## config.mk

```make
export PLATFORM = sky130hd
export DESIGN_NAME = tdes_round_sequencer
export DESIGN_NICKNAME = d
export VERILOG_FILES = /design/src/rtl/tdes_pkg.sv /design/src/rtl/flex_counter.sv /design/src/rtl/tdes_round_sequencer.sv
export SDC_FILE = /design/constraint.sdc
export NUM_CORES = 1
export LEC_CHECK = 0
export ABC_AREA = 1
export BUFFER_PORTS_ARGS = -buffer_cell sky130_fd_sc_hd__buf_2
export CORE_AREA = 2 2 59 67
export CTS_CLUSTER_SIZE = 14
export DETAILED_ROUTE_END_ITERATION = 12
export DIE_AREA = 0 0 61 69
export GPL_ROUTABILITY_DRIVEN = 0
export HOLD_SLACK_MARGIN = 0.02
export PLACE_DENSITY = 0.42
export REMOVE_ABC_BUFFERS = 1
export SLEW_MARGIN = 20
export SYNTH_ARGS = -nofsm -noshare
export SYNTH_HDL_FRONTEND = slang
export SYNTH_SLANG_ARGS = --single-unit
export TNS_END_PERCENT = 1
```

## constraint.sdc

```tcl
create_clock -name clk -period 2.5 [get_ports clk]
set_input_delay 0.125 -clock clk [delete_from_list [all_inputs] [get_ports clk]]
set_output_delay 0.125 -clock clk [all_outputs]
set_load 0.005 [all_outputs]
```

## src/rtl/tdes_pkg.sv

```systemverilog
// Shared types and constants for the 3DES round sequencer.
package tdes_pkg;

    typedef enum logic [2:0] {
        IDLE     = 3'd0,
        LOAD     = 3'd1,
        ROUND    = 3'd2,
        PASS_END = 3'd3,
        DONE     = 3'd4
    } seq_state_t;

    localparam logic [1:0] KEY_K1 = 2'd0;
    localparam logic [1:0] KEY_K2 = 2'd1;
    localparam logic [1:0] KEY_K3 = 2'd2;

    localparam int DES_ROUNDS = 16;

    // Index of the final pass of an EDE operation.
    localparam logic [1:0] LAST_PASS_3DES = 2'd2;

    // Key used in a given pass. EDE encrypt walks K1,K2,K3; decrypt walks K3,K2,K1.
    function automatic logic [1:0] pass_key(input logic [1:0] pass,
                                            input logic       dec,
                                            input logic       single);
        logic [1:0] key;
        if (single) begin
            key = KEY_K1;
        end else begin
            case (pass)
                2'd0:    key = dec ? KEY_K3 : KEY_K1;
                2'd1:    key = KEY_K2;
                2'd2:    key = dec ? KEY_K1 : KEY_K3;
                default: key = KEY_K1;
            endcase
        end
        return key;
    endfunction

    // Direction of a pass: the middle EDE pass runs opposite to the requested direction.
    function automatic logic pass_dir(input logic [1:0] pass, input logic dec);
        return dec ^ pass[0];
    endfunction

endpackage

```

## src/rtl/flex_counter.sv

```systemverilog
// Generic up-counter with synchronous clear, enable and programmable rollover.
// rollover_flag is registered and is high while count_out equals rollover_val.
module flex_counter #(
    parameter int NUM_CNT_BITS = 4
) (
    input  logic                    clk,
    input  logic                    n_rst,
    input  logic                    clear,
    input  logic                    count_enable,
    input  logic [NUM_CNT_BITS-1:0] rollover_val,
    output logic [NUM_CNT_BITS-1:0] count_out,
    output logic                    rollover_flag
);

    logic [NUM_CNT_BITS-1:0] count_q, count_d;
    logic                    flag_q, flag_d;

    // Next count: clear wins, then increment with wrap to 1 after rollover_val.
    always_comb begin
        count_d = count_q;
        if (clear) begin
            count_d = '0;
        end else if (count_enable) begin
            if (count_q == rollover_val) begin
                count_d = NUM_CNT_BITS'(1);
            end else begin
                count_d = count_q + NUM_CNT_BITS'(1);
            end
        end else begin
            count_d = count_q;
        end
        flag_d = (count_d == rollover_val);
    end

    // Count and flag registers.
    always_ff @(posedge clk or negedge n_rst) begin
        if (!n_rst) begin
            count_q <= '0;
            flag_q  <= 1'b0;
        end else begin
            count_q <= count_d;
            flag_q  <= flag_d;
        end
    end

    assign count_out     = count_q;
    assign rollover_flag = flag_q;

endmodule

```

## src/rtl/tdes_round_sequencer.sv

```systemverilog
// Control FSM for the 3DES core: LOAD, 16 rounds per DES pass, 1 or 3 passes (EDE).
// The round counter holds the zero-based round index of the current pass; its
// rollover is set at the last index so the pass ends after exactly NUM_ROUNDS rounds.
module tdes_round_sequencer
    import tdes_pkg::*;
#(
    parameter int NUM_ROUNDS     = DES_ROUNDS,
    parameter int ROUND_CNT_BITS = 5
) (
    input  logic       clk,
    input  logic       n_rst,
    input  logic       start,
    input  logic       decrypt,
    input  logic       single_des,
    output logic       busy,
    output logic       load_data,
    output logic       round_en,
    output logic [3:0] round_idx,
    output logic [3:0] subkey_idx,
    output logic [1:0] key_sel,
    output logic       pass_dec,
    output logic       pass_done,
    output logic       done
);

    seq_state_t state_q, state_d;
    logic [1:0] pass_q, pass_d;
    logic       dec_q, dec_d;
    logic       single_q, single_d;

    logic                      cnt_clear_s;
    logic                      cnt_en_s;
    logic [ROUND_CNT_BITS-1:0] count_s;
    logic                      rollover_s;
    logic                      last_pass_s;
    logic                      dir_s;
    logic [1:0]                key_s;
    logic [3:0]                idx_s;
    logic                      cnt_unused_s;

    assign cnt_clear_s  = (state_q == LOAD) || (state_q == PASS_END);
    assign cnt_en_s     = (state_q == ROUND) && !rollover_s;
    assign last_pass_s  = single_q ? (pass_q == 2'd0) : (pass_q == LAST_PASS_3DES);
    assign dir_s        = pass_dir(pass_q, dec_q);
    assign key_s        = pass_key(pass_q, dec_q, single_q);
    assign idx_s        = count_s[3:0];
    assign cnt_unused_s = ^count_s[ROUND_CNT_BITS-1:4];

    flex_counter #(
        .NUM_CNT_BITS(ROUND_CNT_BITS)
    ) u_round_cnt (
        .clk          (clk),
        .n_rst        (n_rst),
        .clear        (cnt_clear_s),
        .count_enable (cnt_en_s),
        .rollover_val (ROUND_CNT_BITS'(NUM_ROUNDS - 1)),
        .count_out    (count_s),
        .rollover_flag(rollover_s)
    );

    // FSM state register.
    always_ff @(posedge clk or negedge n_rst) begin
        if (!n_rst) begin
            state_q <= IDLE;
        end else begin
            state_q <= state_d;
        end
    end

    // FSM next-state logic.
    always_comb begin
        state_d = state_q;
        case (state_q)
            IDLE:     state_d = start ? LOAD : IDLE;
            LOAD:     state_d = ROUND;
            ROUND: begin
                if (rollover_s) begin
                    state_d = last_pass_s ? DONE : PASS_END;
                end else begin
                    state_d = ROUND;
                end
            end
            PASS_END: state_d = ROUND;
            DONE:     state_d = IDLE;
            default:  state_d = IDLE;
        endcase
    end

    // Mode latches capture the request in IDLE; pass counter restarts on LOAD and steps on PASS_END.
    always_comb begin
        pass_d   = pass_q;
        dec_d    = dec_q;
        single_d = single_q;
        case (state_q)
            IDLE: begin
                if (start) begin
                    dec_d    = decrypt;
                    single_d = single_des;
                end else begin
                    dec_d    = dec_q;
                    single_d = single_q;
                end
            end
            LOAD:     pass_d = 2'd0;
            PASS_END: pass_d = pass_q + 2'd1;
            default:  pass_d = pass_q;
        endcase
    end

    // Pass counter and latched mode registers.
    always_ff @(posedge clk or negedge n_rst) begin
        if (!n_rst) begin
            pass_q   <= 2'd0;
            dec_q    <= 1'b0;
            single_q <= 1'b0;
        end else begin
            pass_q   <= pass_d;
            dec_q    <= dec_d;
            single_q <= single_d;
        end
    end

    // Output decode from registered state, round counter and latched mode.
    always_comb begin
        busy       = 1'b0;
        load_data  = 1'b0;
        round_en   = 1'b0;
        round_idx  = 4'd0;
        subkey_idx = 4'd0;
        key_sel    = 2'd0;
        pass_dec   = 1'b0;
        pass_done  = 1'b0;
        done       = 1'b0;
        case (state_q)
            IDLE: busy = 1'b0;
            LOAD: begin
                busy      = 1'b1;
                load_data = 1'b1;
            end
            ROUND: begin
                busy       = 1'b1;
                round_en   = 1'b1;
                round_idx  = idx_s;
                subkey_idx = dir_s ? (4'd15 - idx_s) : idx_s;
                key_sel    = key_s;
                pass_dec   = dir_s;
            end
            PASS_END: begin
                busy      = 1'b1;
                pass_done = 1'b1;
            end
            DONE: begin
                busy = 1'b1;
                done = 1'b1;
            end
            default: busy = 1'b0;
        endcase
    end

endmodule

```

==> reports/qor.csv, run 1 <==
stage;metric;value;unit
outcome;status;completed;
sta;post-layout min period;1.64;ns
global_routing;GRT overflow;0;
global_routing;number of global-route vias before repair;757;
final_layout;layout cells sized above 1;35.7;%
clock_tree;clk buf depth;2;
final_layout;diodes inserted;0;
setup_path;CP Max Fanout;5;
clock_tree;clk root buf;clkbuf_8;
routing;drt wl/cell;11.0;um
setup_path;CP Capture Type;primary output;
sta;RSZ-0062 raised after global routing;false;
setup_path;register-to-register setup slack;1.17;ns
yosys;Mapped Cells;101;
global_routing;largest net degree at the start of global routing;14;
yosys;syn_area_per_cell;8.42;um^2
place;DP Cell Count;171;
place;pre-CTS WS;1.12;ns
pwr;Worst VDD drop;0.000199;V
routing;routed wire length;1940;um
clock_tree;CTS resizes;0;
floorplan;CORE AREA;3540;um^2
final_layout;Finished Layout Cells;176;
clock_tree;CTS sink cnt;13;
clock_tree;CTS Buf Count;3;
sta;Final Skew;0.000600;ns
routing;ANT nets after route;0;
floorplan;Cell Rows;23;
min_path;HP Class;input pin to register;
yosys;Synth area leaders;dfrtp_1 38%, inv_1 7.1%, nand2_1 7.1%;
sta;Slew Limit Fails;0;
clock_tree;worst skew pair latency;0.24;ns
floorplan;Die X;61;um
final_layout;fin util;30.2;%
setup_path;WP data required;2.38;ns
sta;Rel. slew slack;77.4;%
job;max-cap violation count;0;
setup_path;startpoint types;register;
global_routing;first-pass GRT wire length;3460;um
sta;Worst Tran Pin Value;0.337;ns
routing;DRT iter0 DRCs;11;
yosys;Yosys reg bits;13;
setup_path;CP arrival;1.51;ns
yosys;dominant cell type by area after synthesis;dfrtp_1;
pwr;pwr/cell area;379;nW/um^2
setup_path;kind of critical path;register to primary output;
clock_tree;H-tree depth;1;
final_layout;Nets;136;
yosys;sequential area share after synthesis;38.2;%
global_routing;initial antenna violation count;0;
floorplan;full die area;4210;um^2
sta;fin crit share;65.6;%
yosys;Yosys cell types;19;
setup_path;CP peak stage delay;0.44;ns
routing;# DRC;0;
place;Final HPWL DP;1600;um
setup_path;Worst path slowest cell;dfrtp_1;
sta;Fmax;610;MHz
yosys;Synth top area share;38.2;%
routing;drt pass-1 iters;4;
sta;final setup TNS;0;ns
yosys;synthesized area;851;um^2
routing;vias per inst;4.18;
setup_path;most frequent CP cell;inv_1;
yosys;Synth Warn #;0;
pwr;Pleak;0.544;nW
final_layout;most common cell after layout, fill and taps aside;buf_2;
sta;Fin. Hold Viols;0;
setup_path;CP cell instances;inv_1 > ha_1 > inv_1 > a2111oi_2 > buf_2;
global_routing;Tot GR Track Use;10.6;%
final_layout;Layout area overhead;25.6;%
sta;post-route setup slack;0.861;ns
floorplan;initial core utilization;24.0;%
place;IO Port Bufs;20;
clock_tree;CTS tree;done;
clock_tree;Worst-path clk slew;0.05;ns
min_path;Hold Path Depth;2;
sta;final-report setup violation count;0;
setup_path;R2R depth;7;
floorplan;die height;69;um
routing;vias;736;
final_layout;commonest non-fill, non-tap cells in the layout;20 x buf_2, 16 x inv_1, 16 x nand2_1;
floorplan;io pins;21;
per-stage QoR:
step                hold WS, ns  instance area [um^2]  power, mW
floorplan                -0.171                   851      0.214
global placement         0.0379                  1010      0.222
detailed placement       0.0301                  1010      0.222
CTS                       0.122                  1070      0.410
global route              0.119                  1070      0.421
finish                    0.116                  1070      0.405
power breakdown:
part | internal [mW] | switching [mW]
clock network | 0.113 | 0.0742
registers | 0.211 | 0
logic | 0.00323 | 0.00474
total | 0.326 | 0.0789
flip-flops by register name, summed over array words and instances, names as in the netlist:
name and cells:
u_round_cnt.rollover_flag 1, dec_q 1, single_q 1, pass_q 2, u_round_cnt.count_out 5, state_q 3
final timing paths:
kind | start | end
min in group asynchronous | n_rst | u_round_cnt.rollover_flag
max in group asynchronous | n_rst | state_q[0]
worst min register to register | u_round_cnt.count_out[4] | u_round_cnt.count_out[4]
worst max register to register | pass_q[0] | state_q[0]
worst max-delay path | pass_q[0] | key_sel[1]
worst min-delay path | single_des | single_q
critical path, delay by kind of cell (launching register included):
| family | cells | cell delay [ns] |
|---|---|---|
| AOI/OAI and AO/OA | 1 | 0.33 |
| adders and majority gates | 1 | 0.15 |
| buffers and inverters | 3 | 0.35 |
| DFF | 1 | 0.44 |
synth_stat cells:
library cell / n
a2111oi_2: 1
dfrtp_1: 13
ha_1: 4
inv_1: 16
inv_4: 1
mux2_2: 2
nand2_1: 16
nand2_2: 4
nand3_1: 6
nand3_2: 1
nand3_4: 1
nand4_1: 1
nor2_1: 10
nor2_2: 7
nor2_4: 4
nor3_1: 3
o21ai_0: 6
o22a_1: 4
xnor2_2: 1
cells by family after synthesis:
| logic type | count (synthesis) | share of synthesized area, % |
|---|---|---|
| simple gates | 53 | 34.1 |
| fa+ha+maj | 4 | 5.88 |
| flops | 13 | 38.2 |
| mux | 2 | 2.65 |
| buf+inv | 17 | 7.79 |
| compound gates | 11 | 9.41 |
| xor+xnor | 1 | 1.91 |
metal layers:
metal | up-vias | GRT usage (%) | part of all wire [%]
met2 | 17 | 17.1 | 48
met3 | 4 | 2.44 | 4.9
met5 | - | 0 | 0
met4 | 0 | 3.62 | 1.6
li1 | 374 | - | -
met1 | 341 | 13.5 | 45
repair_timing:
item                                    4_1_cts  5_1_grt
setup buffers                                 0        0
endpoints found under the setup margin        0        0
hold buffers                                  1        0
hold endpoints to repair                     13        0
cell type report:
| cell class | instances | area [um^2] |
|---|---|---|
| clock buffers | 4 | 45.0 |
| fillers | 384 | 2470 |
| inverters | 17 | 66.3 |
| multi-input cells | 71 | 459 |
| flip-flops and latches | 13 | 325 |
| well taps | 50 | 62.6 |
| repair buffers | 21 | 110 |
(Power assumes the default switching activity.)
==> run 2: changes to the inputs <==
--- a/config.mk
+++ b/config.mk
@@ -5,15 +5,15 @@
 export SDC_FILE = /design/constraint.sdc
 export NUM_CORES = 1
 export LEC_CHECK = 0
-export ABC_AREA = 1
+export ABC_AREA = 0
 export BUFFER_PORTS_ARGS = -buffer_cell sky130_fd_sc_hd__buf_2
-export CORE_AREA = 2 2 59 67
+export CORE_AREA = 2 2 59 66
 export CTS_CLUSTER_SIZE = 14
 export DETAILED_ROUTE_END_ITERATION = 12
-export DIE_AREA = 0 0 61 69
+export DIE_AREA = 0 0 61 68
 export GPL_ROUTABILITY_DRIVEN = 0
 export HOLD_SLACK_MARGIN = 0.02
-export PLACE_DENSITY = 0.42
+export PLACE_DENSITY = 0.44
 export REMOVE_ABC_BUFFERS = 1
 export SLEW_MARGIN = 20
 export SYNTH_ARGS = -nofsm -noshare
==> constraint.sdc (replaced) <==
create_clock -name clk -period 1.4 [get_ports clk]
set_input_delay 0.07 -clock clk [delete_from_list [all_inputs] [get_ports clk]]
set_output_delay 0.07 -clock clk [all_outputs]
set_load 0.005 [all_outputs]
==> reports/qor.csv, run 2 <==
stage;metric;value;unit;change
global_routing;Tot GR Track Use;12.5;%;+1.9 points
clock_tree;clk root buf;clkbuf_8;;
yosys;post-synthesis adder-cell area fraction;6.01;%;+0.12 points
global_routing;first-pass GRT wire length;3640;um;+5.2%
sta;worst hold slack;0.0576;ns;-0.0589 ns
yosys;synthesized area;833;um^2;-2.1%
outcome;status;finished with violations;;
routing;routed wire length;2300;um;+19%
final_layout;diodes inserted;0;;unchanged
routing;routed wl met2;1210;um;+30%
sta;Worst Tran Pin Value;0.309;ns;-0.0282 ns
final_layout;fillers;378;;-1.6%
setup_path;CP Capture Type;register;;
yosys;dominant synthesized flop cell;dfrtp_1;;
routing;vias per inst;4.36;;+4.2%
final_layout;Reg area;332;um^2;+1.9%
yosys;Synth Warn #;0;;unchanged
yosys;Yosys reg bits;13;;unchanged
yosys;Yosys cell types;29;;+10
yosys;Mapped Cells;87;;-14%
yosys;Synth area leaders;dfrtp_1 39%, ha_1 6.0%, xnor2_1 5.3%;;
final_layout;multi-input logic area;569;um^2;+24%
routing;drt wl/cell;12.7;um;+16%
yosys;Post-synth EDFFs;0;;unchanged
sta;Fin. Hold Viols;0;;unchanged
routing;# DRC;0;;unchanged
floorplan;die height;68;um;-1.4%
clock_tree;CTS Buf Count;3;;unchanged
floorplan;initial core utilization;23.5;%;-0.49 points
setup_path;register-to-register setup slack;-0.05;ns;-1.22 ns
yosys;Synth top area share;39.0;%;+0.80 points
yosys;Async SR Flop Fraction;100;%;unchanged
clock_tree;CTS tree;done;;
final_layout;Finished Cell Area;1310;um^2;+22%
clock_tree;worst skew pair latency;0.25;ns;about the same
final_layout;Nets;141;;+3.7%
min_path;HP Class;input pin to register;;
setup_path;CP Max Fanout;4;;-1
setup_path;CP cell instances;nor4b_4 > buf_4 > nand2_2 > o22ai_1 > nor4bb_2;;
setup_path;kind of critical path;register to register;;
place;IO Port Bufs;20;;unchanged
outcome;failing checks;setup timing;;
pwr;pwr/cell area;2220;nW/um^2;+490%
routing;ANT nets after route;0;;unchanged
yosys;XOR/XNOR Fraction of Synth Area;6.31;%;+4.4 points
floorplan;Cell Rows;23;;unchanged
routing;Post-Route M1 WL;990;um;+13%
sta;RSZ-0062 raised after global routing;true;;
yosys;largest family of logic cells by synthesized area;simple AND/OR/NAND/NOR gates;;
setup_path;Worst path slowest cell;dfrtp_2;;
yosys;multiplexer area fraction after synthesis;7.66;%;+5.0 points
place;pre-CTS WS;-0.0810;ns;-1.20 ns
global_routing;largest net degree at the start of global routing;14;;unchanged
final_layout;commonest non-fill, non-tap cells in the layout;21 x buf_4, 20 x buf_2, 8 x dfrtp_1;;
sta;post-layout min period;1.45;ns;
pwr;Worst VDD drop;0.000591;V;+200%
sta;Slew Limit Fails;0;;unchanged
setup_path;CP arrival;1.60;ns;+0.09 ns
routing;vias;789;;+7.2%
final_layout;Layout area overhead;56.6;%;
job;max-cap violation count;0;;unchanged
routing;drt pass-1 iters;4;;unchanged
sta;Fmax;691;MHz;
sta;final-report setup violation count;2;;+2
setup_path;WP data required;1.55;ns;-0.83 ns
clock_tree;CTS sink cnt;13;;unchanged
clock_tree;Worst-path clk slew;0.06;ns;about the same
global_routing;GRT overflow;0;;unchanged
yosys;dominant cell type by area after synthesis;dfrtp_1;;
pwr;Pleak;0.625;nW;+15%
floorplan;full die area;4150;um^2;-1.4%
yosys;simple-gate share of the synthesized area;29.3;%;-4.8 points
routing;DRT iter0 DRCs;5;;-6
yosys;commonest cells in the netlist;13 x dfrtp_1, 10 x nor2_1, 6 x and3_1;;
floorplan;CORE AREA;3540;um^2;unchanged
place;placed cell area;1100;um^2;+9.0%
place;Final HPWL DP;1690;um;+5.4%
routing;metal3 WL;55;um;-42%
sta;Final Skew;0.00184;ns;+0.00124 ns
yosys;Synth Area in Compound Gates;7.66;%;-1.8 points
global_routing;number of global-route vias before repair;801;;+5.8%
clock_tree;H-tree depth;1;;unchanged
final_layout;max reg flops;5;;unchanged
global_routing;initial antenna violation count;0;;unchanged
final_layout;most common cell after layout, fill and taps aside;buf_4;;
floorplan;Die X;61;um;unchanged
sta;fin crit share;103;%;
final_layout;layout cells sized above 1;54.2;%;+18 points
setup_path;startpoint types;register;;
yosys;count leader, synth;dfrtp_1;;
clock_tree;clk buf depth;2;;unchanged
routing;uppermost routed layer;met4;;
yosys;sequential area share after synthesis;39.0;%;+0.80 points
sta;Rel. slew slack;79.4;%;+2.0 points
sta;post-route setup slack;-0.0477;ns;-0.909 ns
setup_path;CP peak stage delay;0.45;ns;about the same
yosys;syn_area_per_cell;9.58;um^2;+14%
floorplan;io pins;21;;unchanged
[run 2: final timing paths]
kind / start / end / cells past startpoint
hold / removal: single_des / single_q / 2
setup reg to reg: state_q[2] / u_round_cnt.rollover_flag / 5
max in group asynchronous: n_rst / state_q[0] / 2
min in group asynchronous: n_rst / single_q / 2
setup / recovery: state_q[2] / u_round_cnt.rollover_flag / 5
hold reg to reg: u_round_cnt.count_out[4] / u_round_cnt.rollover_flag / 1
[run 2: report_power, final]
part | internal, mW | switching, mW | total, mW | leakage [nW]
registers | 0.512 | 0.190 | 0.702 | 0.161
clock network | 0.202 | 0.150 | 0.351 | 0.0228
logic | 1.02 | 0.823 | 1.84 | 0.441
total | 1.73 | 1.16 | 2.90 | 0.625
[run 2: kinds of logic (layout without fill, tap and decap cells)]
kind of cell,Yosys count,after routing
multiplexers,6,6
flip-flops,13,13
AO/OA/AOI/OAI,11,11
adder cells (fa/ha/maj),4,4
AND/OR/NAND/NOR,40,40
XOR/XNOR,6,6
buffers and inverters,7,51
[run 2: final cells by class]
cell class / instances / area share (%)
inverter: 4 / 1.34
multi-input combinational: 67 / 43.6
sequential: 13 / 25.4
timing repair buffer: 43 / 21.4
clock buffer: 4 / 3.45
tap: 50 / 4.79
[run 2: timing repair]
item | CTS | global route
setup endpoints to repair | 16 | 18
pin swaps | 2 | 7
resized for setup | 14 | 17
buffers inserted | 2 | 3
hold endpoints to repair | 13 | 0
hold buffers | 1 | 0
[run 2: routing by layer]
| metal | vias up | global-route usage (%) |
|---|---|---|
| li1 | 393 | - |
| met1 | 376 | 14.2 |
| met2 | 16 | 21.4 |
| met3 | 4 | 2.27 |
| met4 | 0 | 7.34 |
| met5 | - | 0 |
[run 2: critical path, delay by kind of cell (launching register included)]
family	cells	cell delay [ns]
buf+inv	1	0.19
simple gates	3	0.62
flops	1	0.45
compound gates	1	0.09
[run 2: through the flow]
stage	util, %	TNS, ns	instances	power (mW)
2_1_floorplan	-	-0.0750	84	1.47
3_3_place_gp	31.2	-0.136	171	2.20
3_5_place_dp	31.2	-0.154	171	2.21
4_1_cts	34.5	-0.0742	178	2.72
5_1_grt	36.9	-0.787	181	3.18
6_report	36.9	-0.0483	181	2.90
==> run 3: changes to the inputs <==
--- a/config.mk
+++ b/config.mk
@@ -7,13 +7,13 @@
 export LEC_CHECK = 0
 export ABC_AREA = 0
 export BUFFER_PORTS_ARGS = -buffer_cell sky130_fd_sc_hd__buf_2
-export CORE_AREA = 2 2 59 66
+export CORE_AREA = 2 2 44 50
 export CTS_CLUSTER_SIZE = 14
 export DETAILED_ROUTE_END_ITERATION = 12
-export DIE_AREA = 0 0 61 68
+export DIE_AREA = 0 0 46 52
 export GPL_ROUTABILITY_DRIVEN = 0
 export HOLD_SLACK_MARGIN = 0.02
-export PLACE_DENSITY = 0.44
+export PLACE_DENSITY = 0.71
 export REMOVE_ABC_BUFFERS = 1
 export SLEW_MARGIN = 20
 export SYNTH_ARGS = -nofsm -noshare
==> reports/qor.csv, run 3 (synthesis results as in run 2) <==
stage;metric;value;unit;change
pwr;pwr/cell area;2300;nW/um^2;+3.6%
floorplan;initial core utilization;43.5;%;+20 points
global_routing;largest net degree at the start of global routing;14;;unchanged
clock_tree;Worst-path clk slew;0.09;ns;+0.03 ns
setup_path;CP Max Fanout;5;;+1
setup_path;startpoint types;register;;
floorplan;io pins;21;;unchanged
min_path;HP Class;input pin to register;;
final_layout;Nets;141;;unchanged
place;DP Cell Count;139;;-19%
sta;Slew Limit Fails;0;;unchanged
place;pre-CTS WS;-0.0619;ns;+0.0191 ns
clock_tree;worst skew pair latency;0.29;ns;+0.04 ns
setup_path;WP data required;1.59;ns;+0.04 ns
place;IO Port Bufs;20;;unchanged
global_routing;initial antenna violation count;0;;unchanged
clock_tree;clk root buf;clkbuf_4;;
global_routing;Tot GR Track Use;19.0;%;+6.6 points
routing;vias per inst;5.33;;+22%
sta;Final Skew;0.00545;ns;+0.00361 ns
sta;Fin. Hold Viols;0;;unchanged
clock_tree;clk buf depth;2;;unchanged
routing;vias;799;;+1.3%
sta;post-route setup slack;-0.130;ns;-0.0825 ns
pwr;Clk network pwr share;8.8;%;-3.3 points
setup_path;CP Capture Type;register;;
routing;drt pass-1 iters;4;;unchanged
sta;Rel. slew slack;77.0;%;-2.5 points
clock_tree;CTS sink cnt;13;;unchanged
global_routing;first-pass GRT wire length;3240;um;-11%
final_layout;layout cells sized above 1;49.6;%;-4.6 points
setup_path;kind of critical path;register to register;;
outcome;status;finished with violations;;
clock_tree;CTS Buf Count;3;;unchanged
global_routing;GRT overflow;0;;unchanged
floorplan;full die area;2390;um^2;-42%
sta;final-report setup violation count;18;;+16
routing;# DRC;0;;unchanged
clock_tree;CTS tree;done;;
floorplan;die height;52;um;-24%
sta;Fmax;654;MHz;-5.4%
pwr;Worst VDD drop;0.000927;V;+57%
global_routing;number of global-route vias before repair;726;;-9.4%
final_layout;max reg flops;5;;unchanged
floorplan;CORE AREA;1910;um^2;-46%
final_layout;fin util;64.6;%;+28 points
setup_path;Worst path slowest cell;dfrtp_1;;
pwr;sw frac;42.5;%;+2.4 points
job;max-cap violation count;0;;unchanged
setup_path;CP arrival;1.72;ns;+0.12 ns
outcome;failing checks;setup timing;;
routing;DRT iter0 DRCs;26;;+21
setup_path;CP cell instances;nor4b_4 > buf_4 > nand2_2 > o22ai_1 > nor4bb_2;;
clock_tree;H-tree depth;1;;unchanged
routing;drt wl/cell;15.2;um;+20%
pwr;Comb power frac;68.0;%;+4.4 points
pwr;Pleak;0.627;nW;+0.40%
final_layout;commonest non-fill, non-tap cells in the layout;20 x buf_2, 17 x buf_4, 13 x dfrtp_1;;
final_layout;most common cell after layout, fill and taps aside;buf_2;;
final_layout;Layout area overhead;48.5;%;
pwr;Net Switching;1.21;mW;+4.1%
sta;fin crit share;109;%;+5.9 points
pwr;Flop pwr share;23.2;%;-1.0 points
final_layout;diodes inserted;0;;unchanged
sta;Worst Tran Pin Value;0.345;ns;+0.0369 ns
sta;post-layout min period;1.53;ns;+0.0825 ns
pwr;Pint;1.64;mW;-5.7%
setup_path;CP peak stage delay;0.42;ns;-0.03 ns
sta;final setup TNS;-1.47;ns;-1.42 ns
place;Final HPWL DP;1510;um;-11%
routing;routed wire length;2280;um;-0.78%
final_layout;Finished Layout Cells;150;;-17%
sta;RSZ-0062 raised after global routing;true;;
routing;ANT nets after route;0;;unchanged
floorplan;Die X;46;um;-25%
floorplan;Cell Rows;17;;-26%
sta;worst hold slack;0.0138;ns;-0.0438 ns
==> run 3: cell type report <==
class | instances | area, um^2
inverters | 4 | 15.0
fillers | 158 | 677
flip-flops and latches | 13 | 325
clock buffers | 4 | 26.3
repair buffers | 43 | 293
multi-input cells | 67 | 554
well taps | 19 | 23.8
==> run 3: worst paths after layout <==
| check | endpoint | depth (start not counted) | slack, ns | from |
|---|---|---|---|---|
| max in group asynchronous | u_round_cnt.count_out[4] | 2 | 0.98 | n_rst |
| min in group asynchronous | pass_q[0] | 2 | 0.19 | n_rst |
| hold reg to reg | u_round_cnt.rollover_flag | 1 | 0.51 | u_round_cnt.count_out[4] |
| setup reg to reg | u_round_cnt.rollover_flag | 5 | -0.13 | state_q[2] |
| hold / removal | single_q | 2 | 0.01 | single_des |
| setup / recovery | u_round_cnt.rollover_flag | 5 | -0.13 | state_q[2] |
==> run 3: power groups by stage <==
stage                     registers, mW  clock network, mW  logic [mW]
after global routing              0.680              0.265        2.09
after CTS                         0.653              0.246        1.74
after global placement            0.641                  0        1.46
final                             0.661              0.250        1.93
after floorplan                   0.663                  0       0.811
after detailed placement          0.651                  0        1.49
==> run 3: through the flow <==
step,instance area (um^2),total power [mW]
floorplan,815,1.47
global placement,1060,2.10
detailed placement,1060,2.14
CTS,1200,2.64
global route,1240,3.03
finish,1240,2.85
==> run 3: layer usage <==
metal | up-vias | routed length [um] | GRT usage (%)
met5 | - | 0 | 0
met4 | 0 | 29 | 8.57
met3 | 4 | 99 | 2.08
met2 | 31 | 1210 | 32.6
met1 | 372 | 941 | 23.0
li1 | 392 | - | -
==> run 3: timing repair <==
item,CTS,global route
pin swaps,6,5
hold buffers,2,0
setup buffers,5,0
setup endpoints to repair,16,22
hold endpoints to repair,14,0
gates resized for setup,17,9
==> run 3: critical path, delay by kind of cell (launching register included) <==
kind,cells,cell delay [ns]
AO/OA/AOI/OAI,1,0.14
buffers and inverters,1,0.20
flip-flops,1,0.42
AND/OR/NAND/NOR,3,0.67
